==> config.mk <==
export PLATFORM = sky130hd
export DESIGN_NAME = park_event_arbiter
export DESIGN_NICKNAME = d
export VERILOG_FILES = /design/src/rtl/park_pkg.sv /design/src/rtl/park_event_arbiter_sensor_debounce.sv /design/src/rtl/park_event_arbiter.sv
export SDC_FILE = /design/constraint.sdc
export NUM_CORES = 1
export LEC_CHECK = 0
export ABC_CLOCK_PERIOD_IN_PS = 1900
export BUFFER_PORTS_ARGS = -buffer_cell sky130_fd_sc_hd__buf_2
export CAP_MARGIN = 25
export CORE_ASPECT_RATIO = 1.4
export CORE_MARGIN = 4
export CORE_UTILIZATION = 35
export CTS_BUF_LIST = sky130_fd_sc_hd__clkbuf_16
export CTS_CLUSTER_SIZE = 14
export DETAILED_ROUTE_END_ITERATION = 10
export PLACE_DENSITY = 0.56
export SYNTH_ARGS = -nofsm -noshare
export SYNTH_HDL_FRONTEND = slang
export SYNTH_SLANG_ARGS = --single-unit
==> constraint.sdc <==
create_clock -name clk -period 1.9 [get_ports clk]
set_clock_uncertainty 0.05 [all_clocks]
set_input_delay 0.095 -clock clk [delete_from_list [all_inputs] [get_ports clk]]
set_output_delay 0.095 -clock clk [all_outputs]
set_load 0.02 [all_outputs]
==> src/rtl/park_pkg.sv <==
// -----------------------------------------------------------------------------
// park_pkg
// Shared constants, types and helpers for the parking-sensor event arbiter.
//   NUM_SLOTS / SLOT_W : number of occupancy sensors and width of a slot index
//   NUM_EV             : total event sources (slots first, entry last)
//   DROP_W             : width of the saturating lost-event counter
//   arb_state_t        : arbiter state (IDLE / ISSUE / GAP)
// Optional feature macro used by the top: PARK_DROP_COUNT_EN.
// -----------------------------------------------------------------------------
package park_pkg;

    localparam int NUM_SLOTS = 4;
    localparam int SLOT_W    = 2;
    localparam int NUM_EV    = NUM_SLOTS + 1;
    localparam int EV_ENTRY  = NUM_SLOTS;   // entry event lives above the slots
    localparam int DROP_W    = 8;

    typedef enum logic [1:0] {
        ST_IDLE  = 2'd0,
        ST_ISSUE = 2'd1,
        ST_GAP   = 2'd2
    } arb_state_t;

    // Number of set bits in an event vector (several events may drop at once).
    function automatic logic [2:0] count_ones(input logic [NUM_EV-1:0] v);
        logic [2:0] n;
        n = '0;
        for (int i = 0; i < NUM_EV; i++) begin
            n = n + 3'(v[i]);
        end
        return n;
    endfunction

endpackage

==> src/rtl/park_event_arbiter_sensor_debounce.sv <==
// -----------------------------------------------------------------------------
// sensor_debounce
// Two-flop synchroniser followed by a stability counter for one raw sensor.
//   clk      : system clock
//   reset    : synchronous reset, active-high
//   i_raw    : asynchronous raw sensor level
//   o_stable : debounced level; follows the synchronised input only after it
//              has differed from the current level for DEBOUNCE_CYCLES cycles
// -----------------------------------------------------------------------------
module sensor_debounce #(
    parameter int DEBOUNCE_CYCLES = 4
) (
    input  logic clk,
    input  logic reset,
    input  logic i_raw,
    output logic o_stable
);

    localparam int CNT_W = (DEBOUNCE_CYCLES > 1) ? $clog2(DEBOUNCE_CYCLES) : 1;
    localparam logic [CNT_W-1:0] CNT_LAST = CNT_W'(DEBOUNCE_CYCLES - 1);

    logic             r_sync1;
    logic             r_sync2;
    logic             r_stable;
    logic [CNT_W-1:0] r_cnt;

    // NOTE: sequential state uses non-blocking assignments so every flop
    // samples the pre-edge values; blocking here would collapse the sync chain.
    always_ff @(posedge clk) begin
        if (reset) begin
            r_sync1  <= 1'b0;
            r_sync2  <= 1'b0;
            r_stable <= 1'b0;
            r_cnt    <= '0;
        end else begin
            r_sync1 <= i_raw;
            r_sync2 <= r_sync1;
            if (r_sync2 == r_stable) begin
                r_cnt <= '0;
            end else if (r_cnt == CNT_LAST) begin
                // This is the DEBOUNCE_CYCLES-th consecutive differing cycle.
                r_stable <= r_sync2;
                r_cnt    <= '0;
            end else begin
                r_cnt <= r_cnt + 1'b1;
            end
        end
    end

    assign o_stable = r_stable;

endmodule

==> src/rtl/park_event_arbiter.sv <==
// -----------------------------------------------------------------------------
// park_event_arbiter
// Turns bouncy gate/slot sensors into a clean single-cycle command stream for
// the parking FSM. Each sensor is synchronised and debounced; entry rising
// edges and slot falling edges are latched as pending events and arbitrated
// (slot0 > slot1 > slot2 > slot3 > entry) into at most one pulse, followed by
// GAP_CYCLES forced idle cycles.
//   clk          : system clock
//   reset        : synchronous reset, active-high
//   raw_entry    : raw entry-gate car-present sensor
//   raw_slot_occ : raw per-slot occupancy sensors
//   is_full      : full flag from the FSM; holds entry events pending
//   entry_signal : one-cycle entry command
//   exit_signal  : one-cycle exit command
//   exit_slot    : slot index while exit_signal=1, else 0
//   drop_count   : saturating count of lost events (PARK_DROP_COUNT_EN),
//                  tied to 0 when the macro is undefined
//   busy         : an event is pending or the arbiter is not IDLE
// -----------------------------------------------------------------------------
module park_event_arbiter
    import park_pkg::*;
#(
    parameter int DEBOUNCE_CYCLES = 4,
    parameter int GAP_CYCLES      = 2
) (
    input  logic                 clk,
    input  logic                 reset,
    input  logic                 raw_entry,
    input  logic [NUM_SLOTS-1:0] raw_slot_occ,
    input  logic                 is_full,
    output logic                 entry_signal,
    output logic                 exit_signal,
    output logic [SLOT_W-1:0]    exit_slot,
    output logic [DROP_W-1:0]    drop_count,
    output logic                 busy
);

    localparam int GAP_W = (GAP_CYCLES > 1) ? $clog2(GAP_CYCLES) : 1;
    localparam logic [GAP_W-1:0] GAP_LAST = GAP_W'(GAP_CYCLES - 1);

    logic [NUM_EV-1:0] w_raw;
    logic [NUM_EV-1:0] w_stable;
    logic [NUM_EV-1:0] r_stable_d;
    logic [NUM_EV-1:0] w_event;
    logic [NUM_EV-1:0] r_pend;
    logic [NUM_EV-1:0] w_elig;
    logic [NUM_EV-1:0] w_grant;
    logic [SLOT_W-1:0] w_grant_slot;
    logic              w_can_grant;
    logic              w_do_grant;

    arb_state_t        r_state;
    logic [GAP_W-1:0]  r_gap_cnt;
    logic              r_entry_sig;
    logic              r_exit_sig;
    logic [SLOT_W-1:0] r_exit_slot;

    assign w_raw = {raw_entry, raw_slot_occ};

    for (genvar g = 0; g < NUM_EV; g++) begin : g_deb
        sensor_debounce #(
            .DEBOUNCE_CYCLES (DEBOUNCE_CYCLES)
        ) u_deb (
            .clk      (clk),
            .reset    (reset),
            .i_raw    (w_raw[g]),
            .o_stable (w_stable[g])
        );
    end

    // Car arriving = entry rises; car leaving = slot occupancy falls.
    assign w_event[NUM_SLOTS-1:0] = r_stable_d[NUM_SLOTS-1:0] & ~w_stable[NUM_SLOTS-1:0];
    assign w_event[EV_ENTRY]      = w_stable[EV_ENTRY] & ~r_stable_d[EV_ENTRY];

    // A full lot blocks entry without discarding it.
    assign w_elig = {r_pend[EV_ENTRY] & ~is_full, r_pend[NUM_SLOTS-1:0]};

    // A grant may happen wherever the FSM would pass through IDLE: in IDLE,
    // in the last GAP cycle, or in ISSUE when no gap is configured. This keeps
    // the idle spacing between pulses at exactly GAP_CYCLES.
    assign w_can_grant = (r_state == ST_IDLE) ||
                         ((r_state == ST_ISSUE) && (GAP_CYCLES == 0)) ||
                         ((r_state == ST_GAP) && (r_gap_cnt == GAP_LAST));
    assign w_do_grant  = w_can_grant && (|w_elig);

    // NOTE: every variable driven in always_comb gets a default first, so no
    // path leaves it unassigned and no latch is inferred.
    always_comb begin
        w_grant      = '0;
        w_grant_slot = '0;
        if (w_do_grant) begin
            for (int i = NUM_EV - 1; i >= 0; i--) begin
                // Scanning downward lets the lowest index win.
                if (w_elig[i]) begin
                    w_grant      = '0;
                    w_grant[i]   = 1'b1;
                    w_grant_slot = (i < NUM_SLOTS) ? SLOT_W'(i) : '0;
                end
            end
        end
    end

    always_ff @(posedge clk) begin
        if (reset) begin
            r_stable_d  <= '0;
            r_pend      <= '0;
            r_state     <= ST_IDLE;
            r_gap_cnt   <= '0;
            r_entry_sig <= 1'b0;
            r_exit_sig  <= 1'b0;
            r_exit_slot <= '0;
        end else begin
            r_stable_d <= w_stable;
            // A new event in the cycle its flag is granted re-arms the flag.
            r_pend     <= (r_pend & ~w_grant) | w_event;

            r_entry_sig <= 1'b0;
            r_exit_sig  <= 1'b0;
            r_exit_slot <= '0;

            if (w_do_grant) begin
                r_state     <= ST_ISSUE;
                r_entry_sig <= w_grant[EV_ENTRY];
                r_exit_sig  <= ~w_grant[EV_ENTRY];
                r_exit_slot <= w_grant_slot;
            end else begin
                case (r_state)
                    ST_ISSUE: begin
                        r_gap_cnt <= '0;
                        r_state   <= (GAP_CYCLES > 0) ? ST_GAP : ST_IDLE;
                    end
                    ST_GAP: begin
                        if (r_gap_cnt == GAP_LAST) r_state <= ST_IDLE;
                        else                       r_gap_cnt <= r_gap_cnt + 1'b1;
                    end
                    default: r_state <= ST_IDLE;
                endcase
            end
        end
    end

    assign entry_signal = r_entry_sig;
    assign exit_signal  = r_exit_sig;
    assign exit_slot    = r_exit_slot;
    assign busy         = (|r_pend) || (r_state != ST_IDLE);

`ifdef PARK_DROP_COUNT_EN
    localparam int DSUM_W = DROP_W + 1;

    logic [NUM_EV-1:0] w_drop;
    logic [DSUM_W-1:0] w_drop_sum;
    logic [DROP_W-1:0] r_drop_count;

    // Lost = event while its flag is still set and not being granted.
    assign w_drop     = w_event & r_pend & ~w_grant;
    assign w_drop_sum = {1'b0, r_drop_count} + DSUM_W'(count_ones(w_drop));

    always_ff @(posedge clk) begin
        if (reset) r_drop_count <= '0;
        else       r_drop_count <= w_drop_sum[DROP_W] ? '1 : w_drop_sum[DROP_W-1:0];
    end

    assign drop_count = r_drop_count;
`else
    assign drop_count = '0;
`endif

endmodule

==> impl_metrics.ini <==
[critical_path]
crit_fanout = 6
cp-start-kind = flop
rrSetupSlack_ps = 380
cp.required_ps = 1750
crit_end = busy
crit_path_cell_trace = nor4_1, nand3b_1, buf_2
endpoint_kind = output port
critical_path_cell_count = 3
r2r-start = r_state[0]$_SDFFE_PP0P_
cp_slowest_stage_delay_ps = 550
rr_endpoint = r_state[0]$_SDFFE_PP0P_
cpLargestDelayFamily = simple AND/OR/NAND/NOR gates
crit_buf_inv = 1
cp-startpoint = r_pend[2]$_SDFF_PP0_
crit_type = flop to output port
arrival_ps = 1490
crit_path_top_delay_cell = nor4_1
ff2ff_path_depth = 5

[power_and_ir_drop]
p_leak_nw = 0.775
power_density_nw_per_um2 = 1010
peakVddDrop_uv = 565

[min_path]
hold_depth = 3
hold_start = is_full
worstHoldPathType = input port to flop

[routing]
dr_wl_met3_um = 133
drt-met1-wl_um = 938
viasPerCell = 4.39
wl_per_cell_um = 9.87
routed_wl_mm = 2.30
first_pass_iters = 4
route.met2.wl_mm = 1.18
dr.max_layer_used = met4
ant_nets = 0
num_vias = 1024
drt-initial-drc-count = 28
drc = 0

[synth]
netlist_area_um2 = 1560
post_synth_num_cell_types = 24
syn_inst = 153
yosysSeqAreaShare_pct = 53.8
yosysWarningCount = 0
syn_area_per_cell_um2 = 10.2
synth_seq_cells = 42

[sta]
fin_tns_setup_ps = 0
clock.fmax_mhz = 611
hold_viol = 0
fin_hold_ws_ps = 81.3
rsz0062_at_grt = false
setup_viol = 0
finalCritPeriodShare_pct = 86.1
fin_crit_ps = 1640
slew_viol_final = 0
tightest_slew_ps = 589
slew_headroom_pct = 60.7

[grt]
overflow = 0
first_global_vias = 1019
grt_first_pass_wirelength_mm = 4.08
grt_usage_pct = 9.39
antenna_found_initial = 0
grt_start_max_net_pins = 39

[clock_network]
cts_max_path_buffers = 2
cts-htree-levels = 2
cts_sinks = 42
tritoncts = yes
cts_buffers = 5
clock_latency_ps = 280
root_buffer = clkbuf_16
clk_pin_slew_ps = 60

[job]
cap_viol_max_count = 0

[floorplanning]
core_um2 = 4270
die_w_um = 64.5
initial_core_util_pct = 36.5
dieArea_um2 = 5610
rows = 28
io_pins = 21
die_height_um = 87.0

[cells_and_area]
multi_input_area_um2 = 642
syn2layout_area_growth_pct = 19.2
final_core_util_pct = 43.5
diodes = 0
drive_above_1_share_pct = 11.6
fin_area_um2 = 1860
fillCellCount = 425
final_cells = 233
nNetsFinal = 188
register_area_um2 = 841

[placement]
placed_area_um2 = 1650
hpwlAfterDp_mm = 1.59
io_buffers = 12
place.gp.congestion = 0.725
place_inst = 220

[run_status]
status = finished, final reports clean
[state kept, by name, indices dropped and copies added (netlist names), 2 cells and up]
name / count
r_stable_d: 5
r_state: 2
g_deb.u_deb.o_stable: 5
r_pend: 5
g_deb.u_deb.r_cnt: 10
g_deb.u_deb.r_sync2: 5
exit_slot: 2
g_deb.u_deb.r_sync1: 5
[what timing repair did]
| item | 4_1_cts | 5_1_grt |
|---|---|---|
| buffers inserted | 0 | 0 |
| hold buffers | 5 | 0 |
| hold endpoints to repair | 5 | 0 |
| resized for setup | 0 | 0 |
[cells by family after synthesis]
group | synth area share (%)
flip-flops | 53.8
AO/OA/AOI/OAI | 6.17
buffers and inverters | 6.73
AND/OR/NAND/NOR | 19.3
XOR/XNOR | 2.80
adder cells (fa/ha/maj) | 6.41
multiplexers | 4.49
other | 0.240
[where the power goes]
group          switching (mW)  internal, mW
registers             0.00544         0.894
clock network           0.307         0.609
logic                  0.0334        0.0242
[synthesized netlist by cell type]
master / instances / area, um^2
dfxtp_1: 42 / 841
nor2_1: 17 / 63.8
nor2b_1: 17 / 106
buf_4: 8 / 60.1
ha_1: 8 / 100
inv_1: 8 / 30.0
nand2b_1: 8 / 50.1
a21oi_1: 7 / 35.0
mux2i_1: 7 / 70.1
or3_1: 5 / 31.3
xnor2_1: 5 / 43.8
clkbuf_1: 4 / 15.0
nor4_1: 4 / 25.0
nor3_1: 2 / 10.0
o31ai_1: 2 / 15.0
a21oi_2: 1 / 8.76
a31oi_1: 1 / 6.26
conb_1: 1 / 3.75
nand3b_1: 1 / 7.51
o21ai_0: 1 / 5.00
o21ba_2: 1 / 10.0
o21bai_1: 1 / 7.51
o41ai_1: 1 / 8.76
or4_1: 1 / 7.51
[cell type report]
cell class                      instances  share of cell area, %
Inverter                                8                   1.61
Sequential cell                        42                   45.2
Tap cell                               60                   4.03
Timing Repair Buffer                   17                   5.92
Multi-Input combinational cell         98                   34.5
Clock buffer                            5                   6.72
Clock inverter                          3                   2.02
[worst min path at each step]
stage / to
3_3_place_gp: g_deb[4].u_deb.r_sync1$_SDFF_PP0_
2_1_floorplan: g_deb[0].u_deb.r_sync1$_SDFF_PP0_
5_1_grt: r_pend[4]$_SDFF_PP0_
3_5_place_dp: g_deb[3].u_deb.r_sync1$_SDFF_PP0_
6_report: r_pend[4]$_SDFF_PP0_
4_1_cts: r_pend[4]$_SDFF_PP0_
[routing by layer]
| metal | vias up | track usage [%] |
|---|---|---|
| met2 | 23 | 16.4 |
| met5 | - | 0 |
| met3 | 6 | 4.01 |
| met4 | 0 | 4.62 |
| li1 | 522 | - |
| met1 | 473 | 9.48 |
[worst min-delay path, delay by kind of cell]
family	cells	cell delay, ps
buffers and inverters	1	80
AOI/OAI and AO/OA	2	190
[per-stage QoR]
step	power (mW)	worst slack, ps
final	1.87	265
after CTS	1.90	254
after global placement	0.967	442
after global routing	1.95	136
after floorplan	0.970	530
after detailed placement	0.969	398
[cells in the final DEF (no fill, tap or decap), drive strengths merged]
cell and instances:
o21ai 1, xnor2 5, mux2i 7, o21ba 1
buf 12, bufinv 1, o21bai 1, nand2b 8
ha 8, clkbuf 5, or3 5, nor3 2
dlygate4sd3 5, inv 10, o41ai 1, a21oi 8
nand3b 1, nor4 4, conb 8, nor2b 17
o31ai 2, nor2 17, dfxtp 42, a31oi 1
or4 1
Power figures use the tool's default switching activity.
